--- src/rtl/vending_controller.sv ---
// -----------------------------------------------------------------------------
// vending_controller
//
// Coin-operated vending controller. It accepts nickel, dime and quarter pulses
// and vends once the accumulated credit reaches PRICE. Change (or a refund on
// cancel) is returned one coin per cycle, choosing coins greedily.
// It tracks stock, flags sold-out, and refuses illegal or untimely coins.
//
// Parameters
//   PRICE       product price in cents (multiple of 5, >= 5)
//   STOCK_INIT  items loaded at reset and on restock (>= 1)
//   CREDIT_W    width of credit/change registers (must hold PRICE+20)
//   STOCK_W     width of the stock counter (must hold STOCK_INIT)
//
// Ports
//   clk_i            clock, rising edge
//   rst_i            asynchronous active-high reset
//   nickle_i         5-cent coin present
//   dime_i           10-cent coin present
//   quarter_i        25-cent coin present
//   cancel_i         refund request
//   restock_i        reload stock to STOCK_INIT (honoured in IDLE only)
//   soda_o           one-cycle vend pulse
//   coin_nickle_o    returning a nickel this cycle
//   coin_dime_o      returning a dime this cycle
//   coin_quarter_o   returning a quarter this cycle
//   reject_o         one-cycle pulse: last sampled coin refused
//   sold_out_o       stock is zero
//   busy_o           vending or returning change
//   credit_o         accepted credit in cents
// -----------------------------------------------------------------------------
module vending_controller #(
  parameter int unsigned PRICE      = 20,
  parameter int unsigned STOCK_INIT = 8,
  parameter int unsigned CREDIT_W   = 7,
  parameter int unsigned STOCK_W    = 4
) (
  input  logic                clk_i,
  input  logic                rst_i,
  input  logic                nickle_i,
  input  logic                dime_i,
  input  logic                quarter_i,
  input  logic                cancel_i,
  input  logic                restock_i,
  output logic                soda_o,
  output logic                coin_nickle_o,
  output logic                coin_dime_o,
  output logic                coin_quarter_o,
  output logic                reject_o,
  output logic                sold_out_o,
  output logic                busy_o,
  output logic [CREDIT_W-1:0] credit_o
);

  typedef enum logic [1:0] {IDLE, VEND, CHANGE} state_t;

  localparam logic [CREDIT_W-1:0] VAL_N      = CREDIT_W'(5);
  localparam logic [CREDIT_W-1:0] VAL_D      = CREDIT_W'(10);
  localparam logic [CREDIT_W-1:0] VAL_Q      = CREDIT_W'(25);
  localparam logic [CREDIT_W-1:0] PRICE_C    = CREDIT_W'(PRICE);
  localparam logic [STOCK_W-1:0]  STOCK_FULL = STOCK_W'(STOCK_INIT);

  state_t              state;
  logic [CREDIT_W-1:0] rem;    // change still owed after the coin currently on the outputs
  logic [STOCK_W-1:0]  stock;

  // Largest coin not exceeding the amount still owed.
  function automatic logic [CREDIT_W-1:0] greedy_coin(input logic [CREDIT_W-1:0] amt);
    if (amt >= VAL_Q)      return VAL_Q;
    else if (amt >= VAL_D) return VAL_D;
    else                   return VAL_N;
  endfunction

  // {quarter, dime, nickel} output pattern for a coin value.
  function automatic logic [2:0] coin_onehot(input logic [CREDIT_W-1:0] v);
    return {v == VAL_Q, v == VAL_D, v == VAL_N};
  endfunction

  logic [1:0]          coin_cnt;
  logic                coin_seen;
  logic                coin_multi;
  logic [CREDIT_W-1:0] coin_val;
  logic [CREDIT_W-1:0] credit_sum;
  logic [CREDIT_W-1:0] refund_coin;
  logic [CREDIT_W-1:0] change_coin;
  logic                vend_now;

  always_comb begin
    // NOTE: every signal gets a default before any branch so no latch is inferred.
    coin_val = '0;
    if (quarter_i)     coin_val = VAL_Q;
    else if (dime_i)   coin_val = VAL_D;
    else if (nickle_i) coin_val = VAL_N;

    coin_cnt    = {1'b0, nickle_i} + {1'b0, dime_i} + {1'b0, quarter_i};
    coin_seen   = coin_cnt != 2'd0;
    coin_multi  = coin_cnt > 2'd1;
    credit_sum  = credit_o + coin_val;
    refund_coin = greedy_coin(credit_o);
    change_coin = greedy_coin(rem);
    vend_now    = (state == IDLE) && !cancel_i && coin_seen && !coin_multi &&
                  !sold_out_o && (credit_sum >= PRICE_C);
  end

  always_ff @(posedge clk_i or posedge rst_i) begin
    if (rst_i) begin
      state          <= IDLE;
      credit_o       <= '0;
      rem            <= '0;
      stock          <= STOCK_FULL;
      soda_o         <= 1'b0;
      coin_nickle_o  <= 1'b0;
      coin_dime_o    <= 1'b0;
      coin_quarter_o <= 1'b0;
      reject_o       <= 1'b0;
      sold_out_o     <= 1'b0;
      busy_o         <= 1'b0;
    end else begin
      // NOTE: non-blocking defaults here are overridden by later assignments in
      // the same block, which is what makes the pulse outputs last one cycle.
      soda_o                                       <= 1'b0;
      {coin_quarter_o, coin_dime_o, coin_nickle_o} <= 3'b000;
      reject_o                                     <= 1'b0;

      unique case (state)
        IDLE: begin
          busy_o <= 1'b0;
          if (cancel_i) begin
            // Cancel wins over any coin on the same edge.
            reject_o <= coin_seen;
            if (credit_o != '0) begin
              // The first refund coin goes out in the very first CHANGE cycle.
              state    <= CHANGE;
              busy_o   <= 1'b1;
              credit_o <= '0;
              rem      <= credit_o - refund_coin;
              {coin_quarter_o, coin_dime_o, coin_nickle_o} <= coin_onehot(refund_coin);
            end
          end else if (coin_seen) begin
            if (coin_multi || sold_out_o) begin
              reject_o <= 1'b1;
            end else if (vend_now) begin
              state    <= VEND;
              busy_o   <= 1'b1;
              soda_o   <= 1'b1;
              credit_o <= '0;
              rem      <= credit_sum - PRICE_C;
            end else begin
              credit_o <= credit_sum;
            end
          end

          if (restock_i) begin
            stock      <= STOCK_FULL;
            sold_out_o <= 1'b0;
          end else if (vend_now) begin
            stock      <= stock - STOCK_W'(1);
            sold_out_o <= (stock == STOCK_W'(1));
          end
        end

        VEND, CHANGE: begin
          reject_o <= coin_seen;
          if (rem != '0) begin
            state  <= CHANGE;
            busy_o <= 1'b1;
            rem    <= rem - change_coin;
            {coin_quarter_o, coin_dime_o, coin_nickle_o} <= coin_onehot(change_coin);
          end else begin
            state  <= IDLE;
            busy_o <= 1'b0;
          end
        end

        default: begin
          state  <= IDLE;
          busy_o <= 1'b0;
        end
      endcase
    end
  end

endmodule
--- config.mk ---
export PLATFORM = sky130hd
export DESIGN_NAME = vending_controller
export DESIGN_NICKNAME = d
export VERILOG_FILES = /design/src/rtl/vending_controller.sv
export SDC_FILE = /design/constraint.sdc
export NUM_CORES = 1
export LEC_CHECK = 0
export ABC_CLOCK_PERIOD_IN_PS = 4270
export BUFFER_PORTS_ARGS = -buffer_cell sky130_fd_sc_hd__buf_2
export CAP_MARGIN = 15
export CORE_MARGIN = 5
export CORE_UTILIZATION = 55
export DETAILED_ROUTE_END_ITERATION = 6
export PLACE_DENSITY = 0.87
export SLEW_MARGIN = 5
export SYNTH_ARGS = -nofsm -noshare
export SYNTH_HDL_FRONTEND = slang
export SYNTH_SLANG_ARGS = --single-unit
--- constraint.sdc ---
create_clock -name clk_i -period 4.27 [get_ports clk_i]
set_input_delay 0.427 -clock clk_i [delete_from_list [all_inputs] [get_ports clk_i]]
set_output_delay 0.427 -clock clk_i [all_outputs]
set_load 0.005 [all_outputs]
Yosys cells after proc, flatten, opt, wreduce, memory -nomap -nowiden
Index checks and enable logic that the tools add are counted.
- reductions and logical operators: 21
- multiplexer cells: 55
- $add $sub $neg: 7
- equal/unequal tests: 16
- magnitude comparators: 6
- operator list (operator ; number):
    7-bit two-way mux ; 11
    1-bit two-way mux ; 22
    7-bit by 5-bit greater-or-equal comparator with 1-bit output (second input constant) ; 3
    4-bit two-way mux ; 5
    5-bit two-way mux ; 3
    7-bit by 3-bit == test with 1-bit output (second input constant) ; 2
    7-bit by 4-bit == test with 1-bit output (second input constant) ; 2
    7-bit by 5-bit == test with 1-bit output (second input constant) ; 2
    7-bit by 4-bit greater-or-equal comparator with 1-bit output (second input constant) ; 2
    7-bit one-hot mux with 2 select lines ; 1
    7-bit nonzero test ; 2
    7-bit subtractor ; 2
    2-bit two-way mux ; 6
    1-bit one-hot mux with 2 select lines ; 5
    3-bit != test (second input constant) ; 3
    4-bit AND reduction ; 2
    2-bit nonzero test ; 4
    7-bit adder ; 1
    7-bit by 5-bit subtractor with 7-bit output (second input constant) ; 1
    6-bit AND reduction ; 1
    1-bit logical AND ; 5
    4-bit by 1-bit == test with 1-bit output (second input constant) ; 1
    2-bit != test (second input constant) ; 2
    2-bit one-hot mux with 2 select lines ; 1
    14 further kinds ; 16
- word-level logic and storage cells: 116
- input port bits: 7
- register bits: 27
- output and inout port bits: 14

Logic depth before layout (Yosys ltp)
Gate-level depths: netlist (run 1).
- word-level depth: 12
- depth in mapped cells: 14
- mapped depth without buffers: 13

Worst setup path after synthesis (run 1)
OpenSTA, ideal clock, no wires.
- path kind: register -> register
- start: register credit_o[1]
- end: register rem[6]
- buffers on the path: 0
- clock period less this slack: 3107 ps
- path slack: 1163 ps
- data required time: 4183 ps
- arrival time: 3020 ps
- cell stages (with the launch flop): 13
- library setup time: 87 ps
- path through: dfrtp_1 -> or3_1 -> a311oi_1 -> nand2_1 -> ha_1 -> fa_1 -> nor2b_1 -> o21ai_0 -> a21boi_0 -> o31ai_1 -> a41oi_1 -> o31ai_1 -> o211ai_1
- word-level cells in the longest chain between the ends: 7
- elaborated cells between the ends (all ways): 19
- those cells by class: add/sub (3); order compare (3); eq/ne (2); mux (8); reduce/logical (3)
- RTL lines (what ; RTL line ; RTL):
    start: declaration ; 52 ; output logic [CREDIT_W-1:0] credit_o
    start signal: assignment ; 149 ; credit_o <= credit_sum;
    7-bit adder or 7-bit by 4-bit greater-or-equal comparator with 1-bit output (tied branches) ; 98, 70 ;
    7-bit by 5-bit subtractor with 7-bit output or 4-bit two-way mux (tied branches) ; 147, 70 ;
    7-bit two-way mux or 5-bit two-way mux (tied branches) ; 142, 69 ;
    7-bit two-way mux or 7-bit subtractor (tied branches) ; 140, 136 ;
    7-bit two-way mux (on tied branches) ; 139, 131 ;
    7-bit two-way mux ; 128 ; if (cancel_i) begin
    7-bit one-hot mux with 2 select lines ; 125 ; unique case (state)
    end signal: assignment ; 136 ; rem <= credit_o - refund_coin;
    end signal: assignment ; 147 ; rem <= credit_sum - PRICE_C;
    end signal: assignment ; 167 ; rem <= rem - change_coin;
    end: declaration ; 64 ; logic [CREDIT_W-1:0] rem;
Several ways; a longest one is shown, not always the timed one. The select of a mux whose other input is x is not followed.
A chain may end at the register's enable or synchronous reset.

Final worst setup path (run 1)
Ends and elaborated chain as after synthesis.

==> flow_summary.toml, run 1 <==
[status]
status = "finished, final reports clean"

[synthesis]
postSynthCellCount = 256
yosysTopAreaCell = "dfrtp_1"
synthArstFlopShare_pct = 100
synth_seq_cells = 27
ys_warn_count = 0
syn_nets = 288
synth_edf_count = 0
syn_area_per_cell_sq_um = 9.00
synth_top_area_share_pct = 28.2
syn_area_sq_um = 2300
synth_area_leaders = "dfrtp_1, ha_1, inv_1, o21ai_0, fa_1"
synth_ff_type = "dfrtp_1"
ys_seq_area_share_pct = 29.4
ys_types = 61

[timing]
max_freq_mhz = 282
finalCriticalPeriod_ns = 3.54
rsz0062_at_grt = "false"
finalWorstSetupSlack_ns = 0.729
hold_viol = 0
fin_tns_setup_ns = 0
max_slew_margin_pct = 44.2
setup-violations-final = 0
fin_crit_sh_pct = 82.9
tightest_slew_ns = 0.824
slew_violations = 0
finClkSkew_ns = 0.00363

[clocking]
cts-root-buf = "clkbuf_8"
clk-insertion-delay-late_ns = 0.28
clockBufferDepth = 2
htree_levels = 1
cts_setup_buffers = 0
tritoncts = "built"
cts.sinks = 27
clk_pin_slew_ns = 0.10
cts_made_buffers = 3
cts_hold_buf = 0
cts.repair.resized = 0

[global_route]
antenna_found_initial = 0
grt_pass1_wl_microns = 9030
grt_max_degree = 28
overflow = 0
grt_pass1_vias = 1959
grt_use_total_pct = 20.6

[detailed_routing]
initialDrtViolationCount = 206
ant_nets = 0
drtPass1Iterations = 4
routed_wl_microns = 5260
post-route-drc-count = 0
via_per_inst = 6.19
vias = 2018
wl_per_cell_microns = 16.1

[pwr]
p_clk_share_pct = 8.7
powerDensity_nw_per_um2 = 689
p_sw_w = 0.000779
seqPwrFrac_pct = 26.4
leakagePower_nw = 1.22
p_int_w = 0.000948
p_comb_share_pct = 64.9
ir_drop_mv = 0.319
sw_frac_of_total_pct = 45.1

[finish]
fillers = 344
layout-drive-gt1-share_pct = 15.6
nets = 309
area_growth_pct = 8.79
final_common_cell = "inv_1"
utilization_pct = 62.2
layout_common_cells = "inv_1, dfrtp_1, ha_1"
antenna_cells = 0

[critical_path]
critPathCaptureType = "flop"
cp.buffers_inverters = 1
cp.arrival_ns = 3.74
cp_max_fo = 9
cp.required_ns = 4.47
critical_path.top_delay_family = "compound AO/OA/AOI/OAI gates"
max_stage_delay_ns = 0.53
cp_slowest_cell = "dfrtp_1"
worstPathCellList = "or3_1 -> a311oi_1 -> buf_4 -> nand2_1 -> ha_1 -> fa_1 -> nor2b_1 -> o21ai_0 -> a21boi_0 -> o31ai_1 -> a41oi_1 -> o31ai_1 -> o211ai_1"
cpMostUsedCell = "o31ai_1"
crit_type = "reg2reg"
cp-start-kind = "flop"

[place]
hpwl_microns = 4080
port_buffers = 20
gp_congestion = 0.911
dp_slack_ns = 0.728

[job]
max_cap_violations = 0

[floorplanning]
num_rows = 23
die_y_microns = 74.7
pin_count = 21
dieArea_sq_um = 5590
die_w_microns = 74.7
start_util_pct = 57.2
core_area_sq_um = 4030

[min_path]
hold_class = "in2async"
## per-layer routing
layer / part of all wire (%) / global-route usage (%) / up-vias
met5: 0 / 0 / -
met4: 1.1 / 6.72 / 0
met3: 6.1 / 1.47 / 8
met2: 48 / 34.1 / 79
met1: 44 / 28.7 / 971
li1: - / - / 960
## cells by family after synthesis
family	synth area share, %
fa+ha+maj	14.9
compound gates	23.4
mux	5.27
buf+inv	6.57
flops	29.4
simple gates	16.0
xor+xnor	4.51
## synth_stat cells, types with 3 or more instances
master    number
or3_1          6
a41oi_1        3
a21oi_1       11
o211ai_1       3
dfrtp_1       26
xnor2_1        6
nor2b_1        4
inv_1         30
a22o_1         5
o21ai_0       17
fa_1           4
mux2_4         4
nand3_1        4
nor2_1        17
nor4_1         3
a21o_1         3
clkbuf_1       4
ha_1          21
nand2b_1       5
nor3_1         4
mux2i_1        5
o22a_1         3
nand2_1       15
o31ai_1        3
xor2_1         4
## state kept, by name, summed over array words and instances (netlist names)
signal,count
reject_o,1
state,2
credit_o,7
coin_quarter_o,1
busy_o,1
stock,4
rem,7
soda_o,1
coin_dime_o,1
coin_nickle_o,1
sold_out_o,1
## path summary, 6_finish.rpt
path                                   from         end  slack, ns  cells after the start
worst max-delay path            credit_o[1]      rem[6]       0.73                     13
worst min-delay path                  rst_i      soda_o       0.19                      2
max in group asynchronous             rst_i    state[0]       3.59                      3
worst max register to register  credit_o[1]      rem[6]       0.73                     13
worst min register to register     stock[1]    stock[1]       0.55                      1
min in group clk_i                restock_i  sold_out_o       0.41                      2
## worst reg2reg max path: cells and delay by family (launching register included)
kind,cells,cell delay [ns]
buffers and inverters,1,0.17
DFF,1,0.53
AOI/OAI and AO/OA,7,1.46
and+or+nand+nor,3,0.65
adders and majority gates,2,0.66
## power by group through the flow
stage               registers, W  clock network (W)  logic [W]
floorplan               0.000424                  0   0.000896
CTS                     0.000454           0.000152    0.00112
detailed placement      0.000458                  0    0.00110
finish                  0.000455           0.000150    0.00112
global placement        0.000448                  0    0.00108
global route            0.000466           0.000162    0.00126
## cell type report
| class | instances | area, sq um | share of cell area, % |
|---|---|---|---|
| multi-input combinational | 192 | 1480 | 58.9 |
| tap | 50 | 62.6 | 2.50 |
| clock inverter | 1 | 7.51 | 0.299 |
| timing repair buffer | 23 | 130 | 5.19 |
| sequential | 27 | 677 | 27.0 |
| clock buffer | 3 | 41.3 | 1.65 |
| inverter | 30 | 113 | 4.49 |
## metrics by stage
step | cell area, sq um | total power, W | instances | hold WS [ns]
floorplan | 2300 | 0.00132 | 256 | 0.479
global placement | 2440 | 0.00152 | 321 | 0.520
detailed placement | 2440 | 0.00156 | 321 | 0.523
CTS | 2490 | 0.00172 | 325 | 0.408
global route | 2510 | 0.00189 | 326 | 0.243
finish | 2510 | 0.00173 | 326 | 0.193
Note: power is estimated with default switching activity, not from simulation.
==> inputs of run 2 (changes only) <==
- ABC_CLOCK_PERIOD_IN_PS: 4270 -> 3000
- CORE_UTILIZATION: 55 -> 54
- PLACE_DENSITY: 0.87 -> 0.88
- clock period: 4.27 -> 3 ns (I/O delays scaled with it)
==> flow_summary.toml, run 2 (same netlist as run 1, synthesis figures left out) <==
[floorplanning]
start_util_pct = 56.8
die_w_microns = 75.3
dieArea_sq_um = 5670
num_rows = 23
pin_count = 21
core_area_sq_um = 4060
die_y_microns = 75.3

[job]
max_cap_violations = 0

[critical_path]
path_depth = 12
cp_slowest_cell = "dfrtp_1"
cp.arrival_ns = 3.16
worst_r2r_path_depth = 12
cp-endpoint = "rem[3]"
cp.buffers_inverters = 2
rrSetupSlack_ns = 0.02
worstPathCellList = "buf_6 -> ha_4 -> a211oi_4 -> nor2_1 -> xor2_1 -> inv_1 -> ha_2 -> and3_4 -> o31ai_4 -> and4_1 -> or2_4 -> mux2_4"
crit_type = "reg2reg"
critical_path.top_delay_family = "simple AND/OR/NAND/NOR gates"
cp.required_ns = 3.17
reg2reg_from = "credit_o[1]"
crit_path_start = "credit_o[1]"
max_stage_delay_ns = 0.40
critPathCaptureType = "flop"
r2r-end = "rem[3]"
cp_max_fo = 7
cp-start-kind = "flop"

[global_route]
grt_use_total_pct = 23.2
antenna_found_initial = 0
grt_pass1_vias = 2188
grt_pass1_wl_microns = 10100
grt_max_degree = 28
overflow = 0

[timing]
max_freq_mhz = 335
fin_crit_sh_pct = 99.4
max_slew_margin_pct = 63.3
finalCriticalPeriod_ns = 2.98
hold_viol = 0
slew_violations = 0
setup-violations-final = 0
tightest_slew_ns = 0.551
finClkSkew_ns = 0.00454
rsz0062_at_grt = "true"

[detailed_routing]
vias = 2251
drtPass1Iterations = 4
ant_nets = 0
via_per_inst = 6.07
initialDrtViolationCount = 280
post-route-drc-count = 0
wl_per_cell_microns = 18.3
routed_wl_microns = 6780

[finish]
layout_common_cells = "buf_4, inv_1, dfrtp_1"
layout.cells.non_filler = 371
utilization_pct = 74.7
top_regs = "credit_o (7), rem (7), stock (4)"
fillers = 257
final_common_cell = "buf_4"
area_growth_pct = 31.4
stdcell_area_sq_um = 3030
antenna_cells = 0
layout-drive-gt1-share_pct = 34.9
nets = 354

[pwr]
power_w = 0.00308
p_int_w = 0.00172
seqPwrFrac_pct = 18.9
sw_frac_of_total_pct = 44.1
leakagePower_nw = 1.45
p_clk_share_pct = 7.2
p_sw_w = 0.00136
ir_drop_mv = 0.557
powerDensity_nw_per_um2 = 1020
p_comb_share_pct = 73.9

[place]
hpwl_microns = 4630
placedCellCount = 352
gp_congestion = 0.885
port_buffers = 20
place_area_sq_um = 2680

[clocking]
clk_pin_slew_ns = 0.10
cts-root-buf = "clkbuf_8"
cts_made_buffers = 3
tritoncts = "built"
clk-insertion-delay-late_ns = 0.28
clockBufferDepth = 2
cts.sinks = 27
htree_levels = 1

[min_path]
hold_class = "in2reg"
min_path_cells = 2

[status]
status = "finished, final reports clean"
==> run 2: metrics by stage <==
stage	setup slack (ns)	hold slack [ns]	TNS, ns
2_1_floorplan	0.00270	0.352	0
3_5_place_dp	-0.308	0.514	-3.75
4_1_cts	-0.000559	0.267	-0.000559
5_1_grt	-0.108	0.283	-0.550
6_report	0.0180	0.268	0
3_3_place_gp	-0.149	0.510	-1.13
==> run 2: worst min-delay path by stage <==
stage,startpoint,end
after global routing,restock_i,sold_out_o
after detailed placement,state[0],state[0]
after floorplan,rst_i,busy_o
final,restock_i,sold_out_o
after CTS,restock_i,sold_out_o
after global placement,stock[1],stock[1]
==> run 2: power by group through the flow <==
stage	Sequential, W	Combinational [W]	Clock [W]
after floorplan	0.000605	0.00128	0
after global placement	0.000574	0.00182	0
after detailed placement	0.000581	0.00191	0
after CTS	0.000575	0.00201	0.000222
after global routing	0.000598	0.00245	0.000236
final	0.000581	0.00228	0.000221
==> run 2: routing by layer <==
metal | vias up | GRT usage (%) | part of all wire [%]
met2 | 109 | 40.9 | 52
met4 | 0 | 11.7 | 3.3
met5 | - | 0 | 0
li1 | 1049 | - | -
met1 | 1071 | 28.4 | 38
met3 | 22 | 1.58 | 6.7
==> run 2: cell type report <==
class                   count  area [sq um]  area share (%)
clock buffers               3          41.3            1.36
clock inverters             1          7.51           0.248
inverters                  30           113            3.72
multi-input cells         192          1640            54.1
flip-flops and latches     27           677            22.3
well taps                  50          62.6            2.07
repair buffers             68           490            16.2
==> run 2: repair_timing <==
| action | 4_1_cts | 5_1_grt |
|---|---|---|
| endpoints found under the setup margin | 20 | 18 |
| buffers inserted | 4 | 9 |
| gates cloned | 0 | 0 |
| gates resized for setup | 11 | 23 |
| hold endpoints to repair | 0 | 3 |
| hold buffers | 0 | 1 |
| pin swaps | 8 | 16 |
